**config.mk**
```make
export PLATFORM = sky130hd
export DESIGN_NAME = pipe_ctrl_flat
export DESIGN_NICKNAME = d
export VERILOG_FILES = /design/src/rtl/pipe_ctrl_if.sv /design/src/rtl/pipe_ctrl.sv /design/src/flat_wrapper.sv
export SDC_FILE = /design/constraint.sdc
export NUM_CORES = 1
export LEC_CHECK = 0
export CORE_ASPECT_RATIO = 1.1
export CORE_MARGIN = 8
export CORE_UTILIZATION = 40
export DETAILED_ROUTE_END_ITERATION = 8
export DONT_BUFFER_PORTS = 1
export SLEW_MARGIN = 20
export SYNTH_ARGS = -nofsm -noshare
export SYNTH_HDL_FRONTEND = slang
export SYNTH_SLANG_ARGS = --single-unit
```
**constraint.sdc**
```tcl
create_clock -name clk -period 2.7 [get_ports clk]
set_input_delay 0 -clock clk [delete_from_list [all_inputs] [get_ports clk]]
set_output_delay 0 -clock clk [all_outputs]
set_load 0.02 [all_outputs]
```
**src/rtl/pipe_ctrl_if.sv**
```systemverilog
// Control bundle between the RV32I pipeline datapath and the stall/flush sequencer.
// The master side is the datapath and the slave side is pipe_ctrl.
interface pipe_ctrl_if #(
  parameter int unsigned CNT_W = 32
) ();
  logic [4:0]       id_rs1_addr;
  logic [4:0]       id_rs2_addr;
  logic             ex_mem_re;
  logic [4:0]       ex_rd_addr;
  logic             ex_jump_en;
  logic [31:0]      ex_jump_addr;
  logic             mem_req;
  logic             mem_ready;
  logic             halt_req;

  logic             stall_pc;
  logic             stall_if_id;
  logic             stall_id_ex;
  logic             stall_ex_mem;
  logic             stall_mem_wb;
  logic             flush_if_id;
  logic             flush_id_ex;
  logic             pc_load;
  logic [31:0]      pc_load_addr;
  logic             halted_o;
  logic             bus_err_o;
  logic [CNT_W-1:0] stall_cnt_o;
  logic [CNT_W-1:0] flush_cnt_o;

  modport master (
    output id_rs1_addr, id_rs2_addr, ex_mem_re, ex_rd_addr, ex_jump_en, ex_jump_addr,
           mem_req, mem_ready, halt_req,
    input  stall_pc, stall_if_id, stall_id_ex, stall_ex_mem, stall_mem_wb,
           flush_if_id, flush_id_ex, pc_load, pc_load_addr, halted_o, bus_err_o,
           stall_cnt_o, flush_cnt_o
  );

  modport slave (
    input  id_rs1_addr, id_rs2_addr, ex_mem_re, ex_rd_addr, ex_jump_en, ex_jump_addr,
           mem_req, mem_ready, halt_req,
    output stall_pc, stall_if_id, stall_id_ex, stall_ex_mem, stall_mem_wb,
           flush_if_id, flush_id_ex, pc_load, pc_load_addr, halted_o, bus_err_o,
           stall_cnt_o, flush_cnt_o
  );
endinterface

```
**src/rtl/pipe_ctrl.sv**
```systemverilog
// Stall/flush sequencer for a 5-stage RV32I pipeline: memory freeze with timeout,
// EX redirects, load-use bubbles, debug drain/halt and saturating perf counters.
module pipe_ctrl #(
  parameter int unsigned MEM_TIMEOUT  = 16,
  parameter int unsigned DRAIN_CYCLES = 4,
  parameter int unsigned CNT_W        = 32
) (
  input logic        clk,
  input logic        rst_n,
  pipe_ctrl_if.slave ctl
);
  localparam int unsigned FC_W = $clog2(MEM_TIMEOUT);
  localparam int unsigned DC_W = (DRAIN_CYCLES > 1) ? $clog2(DRAIN_CYCLES) : 1;

  typedef enum logic [1:0] {RUN, DRAIN, HALTED} state_t;

  state_t           state_q, state_d;
  logic [FC_W-1:0]  freeze_cnt_q;
  logic [DC_W-1:0]  drain_cnt_q, drain_cnt_d;
  logic [CNT_W-1:0] stall_cnt_q, flush_cnt_q;
  logic             bus_err_q, halted_q;

  logic             mem_wait, timeout_hit, freeze, redirect, hazard;
  logic             stall_pc_c, stall_if_id_c, stall_id_ex_c, stall_ex_mem_c, stall_mem_wb_c;
  logic             flush_if_id_c, flush_id_ex_c, pc_load_c;
  logic [31:0]      pc_load_addr_c;

  // Hazard and freeze qualifiers shared by the FSM and the counters
  always_comb begin
    mem_wait    = ctl.mem_req & ~ctl.mem_ready;
    timeout_hit = (freeze_cnt_q == FC_W'(MEM_TIMEOUT - 1));
    freeze      = mem_wait & ~timeout_hit;
    redirect    = ctl.ex_jump_en & ~freeze;
    hazard      = ctl.ex_mem_re && (ctl.ex_rd_addr != 5'd0) &&
                  ((ctl.ex_rd_addr == ctl.id_rs1_addr) || (ctl.ex_rd_addr == ctl.id_rs2_addr));
  end

  always_ff @(posedge clk) begin
    if (!rst_n) begin
      state_q     <= RUN;
      drain_cnt_q <= '0;
    end else begin
      state_q     <= state_d;
      drain_cnt_q <= drain_cnt_d;
    end
  end

  always_comb begin
    state_d        = state_q;
    drain_cnt_d    = drain_cnt_q;
    stall_pc_c     = 1'b0;
    stall_if_id_c  = 1'b0;
    stall_id_ex_c  = 1'b0;
    stall_ex_mem_c = 1'b0;
    stall_mem_wb_c = 1'b0;
    flush_if_id_c  = 1'b0;
    flush_id_ex_c  = 1'b0;
    pc_load_c      = 1'b0;
    pc_load_addr_c = 32'd0;

    case (state_q)
      RUN: begin
        if (ctl.halt_req && !freeze) begin
          state_d     = DRAIN;
          drain_cnt_d = '0;
        end
      end
      DRAIN: begin
        if (!ctl.halt_req) begin
          state_d = RUN;
        end else if (!freeze) begin
          if (drain_cnt_q == DC_W'(DRAIN_CYCLES - 1)) state_d = HALTED;
          else drain_cnt_d = drain_cnt_q + DC_W'(1);
        end
      end
      HALTED: begin
        if (!ctl.halt_req) state_d = RUN;
      end
      default: state_d = RUN;
    endcase

    if (!rst_n) begin
      flush_if_id_c = 1'b1;
      flush_id_ex_c = 1'b1;
    end else if (freeze) begin
      stall_pc_c     = 1'b1;
      stall_if_id_c  = 1'b1;
      stall_id_ex_c  = 1'b1;
      stall_ex_mem_c = 1'b1;
      stall_mem_wb_c = 1'b1;
    end else if (redirect) begin
      pc_load_c      = 1'b1;
      pc_load_addr_c = ctl.ex_jump_addr;
      flush_if_id_c  = 1'b1;
      flush_id_ex_c  = 1'b1;
    end else begin
      case (state_q)
        RUN, DRAIN: begin
          // A load consumer in ID must be held even while draining, or it leaves with stale data
          if (hazard) begin
            stall_pc_c    = 1'b1;
            stall_if_id_c = 1'b1;
            flush_id_ex_c = 1'b1;
          end else if (state_q == DRAIN) begin
            stall_pc_c    = 1'b1;
            flush_if_id_c = 1'b1;
          end
        end
        HALTED: begin
          stall_pc_c    = 1'b1;
          flush_if_id_c = 1'b1;
          flush_id_ex_c = 1'b1;
        end
        default: ;
      endcase
    end
  end

  // Freeze timer, timeout pulse, halt flag and saturating counters
  always_ff @(posedge clk) begin
    if (!rst_n) begin
      freeze_cnt_q <= '0;
      bus_err_q    <= 1'b0;
      halted_q     <= 1'b0;
      stall_cnt_q  <= '0;
      flush_cnt_q  <= '0;
    end else begin
      freeze_cnt_q <= freeze ? freeze_cnt_q + FC_W'(1) : '0;
      bus_err_q    <= mem_wait & timeout_hit;
      halted_q     <= (state_d == HALTED);
      if (stall_pc_c && (stall_cnt_q != '1)) stall_cnt_q <= stall_cnt_q + CNT_W'(1);
      if (redirect && (flush_cnt_q != '1))   flush_cnt_q <= flush_cnt_q + CNT_W'(1);
    end
  end

  assign ctl.stall_pc     = stall_pc_c;
  assign ctl.stall_if_id  = stall_if_id_c;
  assign ctl.stall_id_ex  = stall_id_ex_c;
  assign ctl.stall_ex_mem = stall_ex_mem_c;
  assign ctl.stall_mem_wb = stall_mem_wb_c;
  assign ctl.flush_if_id  = flush_if_id_c;
  assign ctl.flush_id_ex  = flush_id_ex_c;
  assign ctl.pc_load      = pc_load_c;
  assign ctl.pc_load_addr = pc_load_addr_c;
  assign ctl.halted_o     = halted_q;
  assign ctl.bus_err_o    = bus_err_q;
  assign ctl.stall_cnt_o  = stall_cnt_q;
  assign ctl.flush_cnt_o  = flush_cnt_q;
endmodule

```
**src/flat_wrapper.sv**
```systemverilog
// flat-port wrapper written by rule: the top's interface ports become plain ports
module pipe_ctrl_flat 
#(
  parameter int unsigned MEM_TIMEOUT  = 16,
  parameter int unsigned DRAIN_CYCLES = 4,
  parameter int unsigned CNT_W        = 32
)
  (clk, rst_n, ctl_id_rs1_addr, ctl_id_rs2_addr, ctl_ex_mem_re, ctl_ex_rd_addr, ctl_ex_jump_en, ctl_ex_jump_addr, ctl_mem_req, ctl_mem_ready, ctl_halt_req, ctl_stall_pc, ctl_stall_if_id, ctl_stall_id_ex, ctl_stall_ex_mem, ctl_stall_mem_wb, ctl_flush_if_id, ctl_flush_id_ex, ctl_pc_load, ctl_pc_load_addr, ctl_halted_o, ctl_bus_err_o, ctl_stall_cnt_o, ctl_flush_cnt_o);
  pipe_ctrl_if #(.CNT_W(CNT_W)) ctl_i ();
  input logic clk;
  input logic rst_n;
  input wire logic [$bits(ctl_i.id_rs1_addr)-1:0] ctl_id_rs1_addr;
  input wire logic [$bits(ctl_i.id_rs2_addr)-1:0] ctl_id_rs2_addr;
  input wire logic [$bits(ctl_i.ex_mem_re)-1:0] ctl_ex_mem_re;
  input wire logic [$bits(ctl_i.ex_rd_addr)-1:0] ctl_ex_rd_addr;
  input wire logic [$bits(ctl_i.ex_jump_en)-1:0] ctl_ex_jump_en;
  input wire logic [$bits(ctl_i.ex_jump_addr)-1:0] ctl_ex_jump_addr;
  input wire logic [$bits(ctl_i.mem_req)-1:0] ctl_mem_req;
  input wire logic [$bits(ctl_i.mem_ready)-1:0] ctl_mem_ready;
  input wire logic [$bits(ctl_i.halt_req)-1:0] ctl_halt_req;
  output wire logic [$bits(ctl_i.stall_pc)-1:0] ctl_stall_pc;
  output wire logic [$bits(ctl_i.stall_if_id)-1:0] ctl_stall_if_id;
  output wire logic [$bits(ctl_i.stall_id_ex)-1:0] ctl_stall_id_ex;
  output wire logic [$bits(ctl_i.stall_ex_mem)-1:0] ctl_stall_ex_mem;
  output wire logic [$bits(ctl_i.stall_mem_wb)-1:0] ctl_stall_mem_wb;
  output wire logic [$bits(ctl_i.flush_if_id)-1:0] ctl_flush_if_id;
  output wire logic [$bits(ctl_i.flush_id_ex)-1:0] ctl_flush_id_ex;
  output wire logic [$bits(ctl_i.pc_load)-1:0] ctl_pc_load;
  output wire logic [$bits(ctl_i.pc_load_addr)-1:0] ctl_pc_load_addr;
  output wire logic [$bits(ctl_i.halted_o)-1:0] ctl_halted_o;
  output wire logic [$bits(ctl_i.bus_err_o)-1:0] ctl_bus_err_o;
  output wire logic [$bits(ctl_i.stall_cnt_o)-1:0] ctl_stall_cnt_o;
  output wire logic [$bits(ctl_i.flush_cnt_o)-1:0] ctl_flush_cnt_o;
  assign ctl_i.id_rs1_addr = ctl_id_rs1_addr;
  assign ctl_i.id_rs2_addr = ctl_id_rs2_addr;
  assign ctl_i.ex_mem_re = ctl_ex_mem_re;
  assign ctl_i.ex_rd_addr = ctl_ex_rd_addr;
  assign ctl_i.ex_jump_en = ctl_ex_jump_en;
  assign ctl_i.ex_jump_addr = ctl_ex_jump_addr;
  assign ctl_i.mem_req = ctl_mem_req;
  assign ctl_i.mem_ready = ctl_mem_ready;
  assign ctl_i.halt_req = ctl_halt_req;
  assign ctl_stall_pc = ctl_i.stall_pc;
  assign ctl_stall_if_id = ctl_i.stall_if_id;
  assign ctl_stall_id_ex = ctl_i.stall_id_ex;
  assign ctl_stall_ex_mem = ctl_i.stall_ex_mem;
  assign ctl_stall_mem_wb = ctl_i.stall_mem_wb;
  assign ctl_flush_if_id = ctl_i.flush_if_id;
  assign ctl_flush_id_ex = ctl_i.flush_id_ex;
  assign ctl_pc_load = ctl_i.pc_load;
  assign ctl_pc_load_addr = ctl_i.pc_load_addr;
  assign ctl_halted_o = ctl_i.halted_o;
  assign ctl_bus_err_o = ctl_i.bus_err_o;
  assign ctl_stall_cnt_o = ctl_i.stall_cnt_o;
  assign ctl_flush_cnt_o = ctl_i.flush_cnt_o;
  pipe_ctrl #(.MEM_TIMEOUT(MEM_TIMEOUT), .DRAIN_CYCLES(DRAIN_CYCLES), .CNT_W(CNT_W)) u_core (.clk(clk), .rst_n(rst_n), .ctl(ctl_i));
endmodule
```
==> qor.yml <==
timing:
  setup_viol: 0
  slew-limit-headroom: 0.4361
  rsz0062_at_grt: "false"
  skew_ns: 0.008136
  drv_slew: 0
  whs_ns: 0.1385
  fin_crit_sh: 0.8474
  fin_crit_ns: 2.288
  fmax_ghz: 0.4371
  tightest_slew_ns: 0.8458
  totalNegativeSetupSlack_ns: 0
  hold_viol_final: 0
layout:
  areaGrowthSynthToFinish_pct: 10.69
  drive_gt1_frac: 0.07937
  diodes: 0
  final_nets: 557
worst_setup_path:
  worst_r2r_path_depth: 8
  crit_required_ns: 2.92
  start_kind: "register"
  worstPathMaxFanout: 38
  arrival_ns: 2.50
  end_kind: "register"
  path_class: "reg -> reg"
drt:
  ant_nets: 0
  wl_met1_um: 4558
  detail_route.wl_per_cell_um: 17.48
  wl_um: 10910
  post_drt_via_cell_ratio: 5.689
  drc: 0
  first_pass_iters: 4
  via_count: 3550
  met3_length_um: 962
  drtIter0Drc: 132
  route.met2.wl_um: 5355
  top_layer: "met4"
pwr:
  power_leakage_nw: 1.473
  p_total_w: 0.002152
  ir_worst_vdd_uv: 230.5
  power_density_mw_per_mm2: 488.6
cts:
  cts.sinks: 74
  clock-root-buffer: "clkbuf_8"
  worst_skew_pair.late_latency_ns: 0.35
  clockBufferDepth: 2
  postCtsSetupRepairBufs: 0
  cts_buffers: 9
  cts_tree: "done"
  htreeDepth: 3
  clk_pin_slew_worst_paths_ns: 0.08
die:
  die_h_um: 120.6
  std_cell_rows: 38
  core_mm2: 0.009794
  start_util: 0.4062
  die_w_um: 111.1
  die_area_mm2: 0.01340
  io_pins: 160
synth:
  syn-mean-instance-area_um2: 8.187
  yosysMostFrequentCell: "dfxtp_1"
  yosysTopAreaCellShare: 0.3723
  ys_types: 47
  yosysWarnings: 0
  synthArstFlopShare: 0
  ys_ff_latch: 74
  synth_area_mm2: 0.003979
  ys_dominant_reg_cell: "dfxtp_1"
  synth_seq_area_share: 0.3723
  ys_top_cells_by_count: "74 x dfxtp_1, 49 x nor2_1, 39 x nand2_1"
  ys_top_cells_by_area: "dfxtp_1 37%, xnor2_1 6.2%, and2_1 5.8%"
  synth_edf_count: 0
  synth.largest_area_cell: "dfxtp_1"
  netlist_instances: 486
  syn_nets: 544
global_route:
  first_global_vias: 3455
  grt_pass1_wl_um: 17600
  grt_antenna_before_repair: 0
  grt_overflow: 0
  track_usage: 0.1551
  grt_start_max_net_pins: 39
min_path:
  holdPathStages: 4
  worstHoldPathType: "in -> reg"
place:
  dp_hpwl_um: 8291
  gp_congestion: 0.7592
  portBuffers: 0
run:
  drv_cap: 0
status:
  status: "completed"
## metrics by stage
stage               setup WS [ns]  area (um2)  utilization  cells
detailed placement         0.4405        4164       0.4251    604
global route               0.1921        4404       0.4497    624
CTS                       0.01268        4402       0.4494    624
finish                     0.4121        4404       0.4497    624
global placement           0.4709        4164       0.4251    604
floorplan                  0.6360        3979            -    486
## state kept, by name, indices dropped and copies added, names as in the netlist
signal                  cells
u_core.state_q              2
u_core.freeze_cnt_q         4
u_core.ctl.stall_cnt_o     32
u_core.ctl.bus_err_o        1
u_core.ctl.flush_cnt_o     32
u_core.drain_cnt_q          2
u_core.ctl.halted_o         1
## report_power, final
group | total [W] | internal (W) | switching (W)
Clock | 0.000886 | 0.000478 | 0.000408
Sequential | 0.00111 | 0.00110 | 0.00000952
Combinational | 0.000160 | 0.0000504 | 0.000110
## placed cells by master, fill, tap and decap left out, types with 3 or more instances in the layout
| cell type | Yosys | layout |
|---|---|---|
| a21oi_1 | 31 | 31 |
| a31oi_1 | 3 | 3 |
| and2_1 | 37 | 37 |
| and3_1 | 13 | 13 |
| and4_1 | 12 | 12 |
| buf_4 | 3 | 19 |
| clkbuf_1 | 10 | 3 |
| clkbuf_8 | 0 | 11 |
| dfxtp_1 | 74 | 74 |
| dlygate4sd3_1 | 0 | 3 |
| ha_1 | 4 | 4 |
| inv_1 | 7 | 7 |
| mux2i_1 | 6 | 6 |
| nand2_1 | 39 | 39 |
| nand2b_1 | 8 | 8 |
| nand3_1 | 23 | 23 |
| nand4_1 | 13 | 13 |
| nor2_1 | 49 | 49 |
| nor3_1 | 12 | 12 |
| o2111ai_1 | 3 | 3 |
| o211ai_1 | 7 | 7 |
| o21ai_0 | 26 | 26 |
| o31ai_1 | 8 | 8 |
| or3_1 | 26 | 26 |
| xnor2_1 | 28 | 28 |
| xor2_1 | 9 | 9 |
## routing by layer
layer | track usage | vias up
met5 | 0 | -
met4 | 0.03086 | 0
met3 | 0.07231 | 4
met2 | 0.2658 | 106
met1 | 0.1731 | 1672
li1 | - | 1768
## layout make-up
type / count / area (um2)
Clock buffer: 14 / 162.7
Clock inverter: 2 / 35.03
Fill cell: 980 / 5390
Inverter: 8 / 30.03
Multi-Input combinational cell: 382 / 2340
Sequential cell: 74 / 1481
Tap cell: 120 / 150.1
Timing Repair Buffer: 24 / 205.2
## critical path, stage by stage, from the launching register on
cell and delay (ns):
dfxtp_1 0.34, ha_1 0.23, and3_1 0.23, o22ai_1 0.41, a21o_1 0.17, o221ai_2 0.11
buf_12 0.20, o311ai_0 0.33, o41ai_1 0.13
## worst paths after layout
| kind | start | endpoint | slack [ns] |
|---|---|---|---|
| max reg2reg | u_core.freeze_cnt_q[0] | u_core.ctl.stall_cnt_o[5] | 0.41 |
| max | u_core.freeze_cnt_q[0] | u_core.ctl.stall_cnt_o[5] | 0.41 |
| min | ctl_ex_jump_en | u_core.ctl.flush_cnt_o[0] | 0.14 |
| min reg2reg | u_core.freeze_cnt_q[0] | u_core.freeze_cnt_q[0] | 0.48 |
## repair_timing
item,CTS,global route
gates resized for setup,0,1
hold buffers,4,0
endpoints found under the setup margin,0,12
endpoints found under the hold margin,23,0
## cells by family after synthesis
logic type                 Yosys count  share of synthesized area
muxes                                6                    0.01509
adders and majority gates            4                    0.01258
DFF                                 74                     0.3723
buffers and inverters               30                    0.03962
and+or+nand+nor                    243                     0.3371
AOI/OAI and AO/OA                   92                     0.1418
xor gates and xnor gates            37                    0.08145
(Power assumes the default switching activity.)
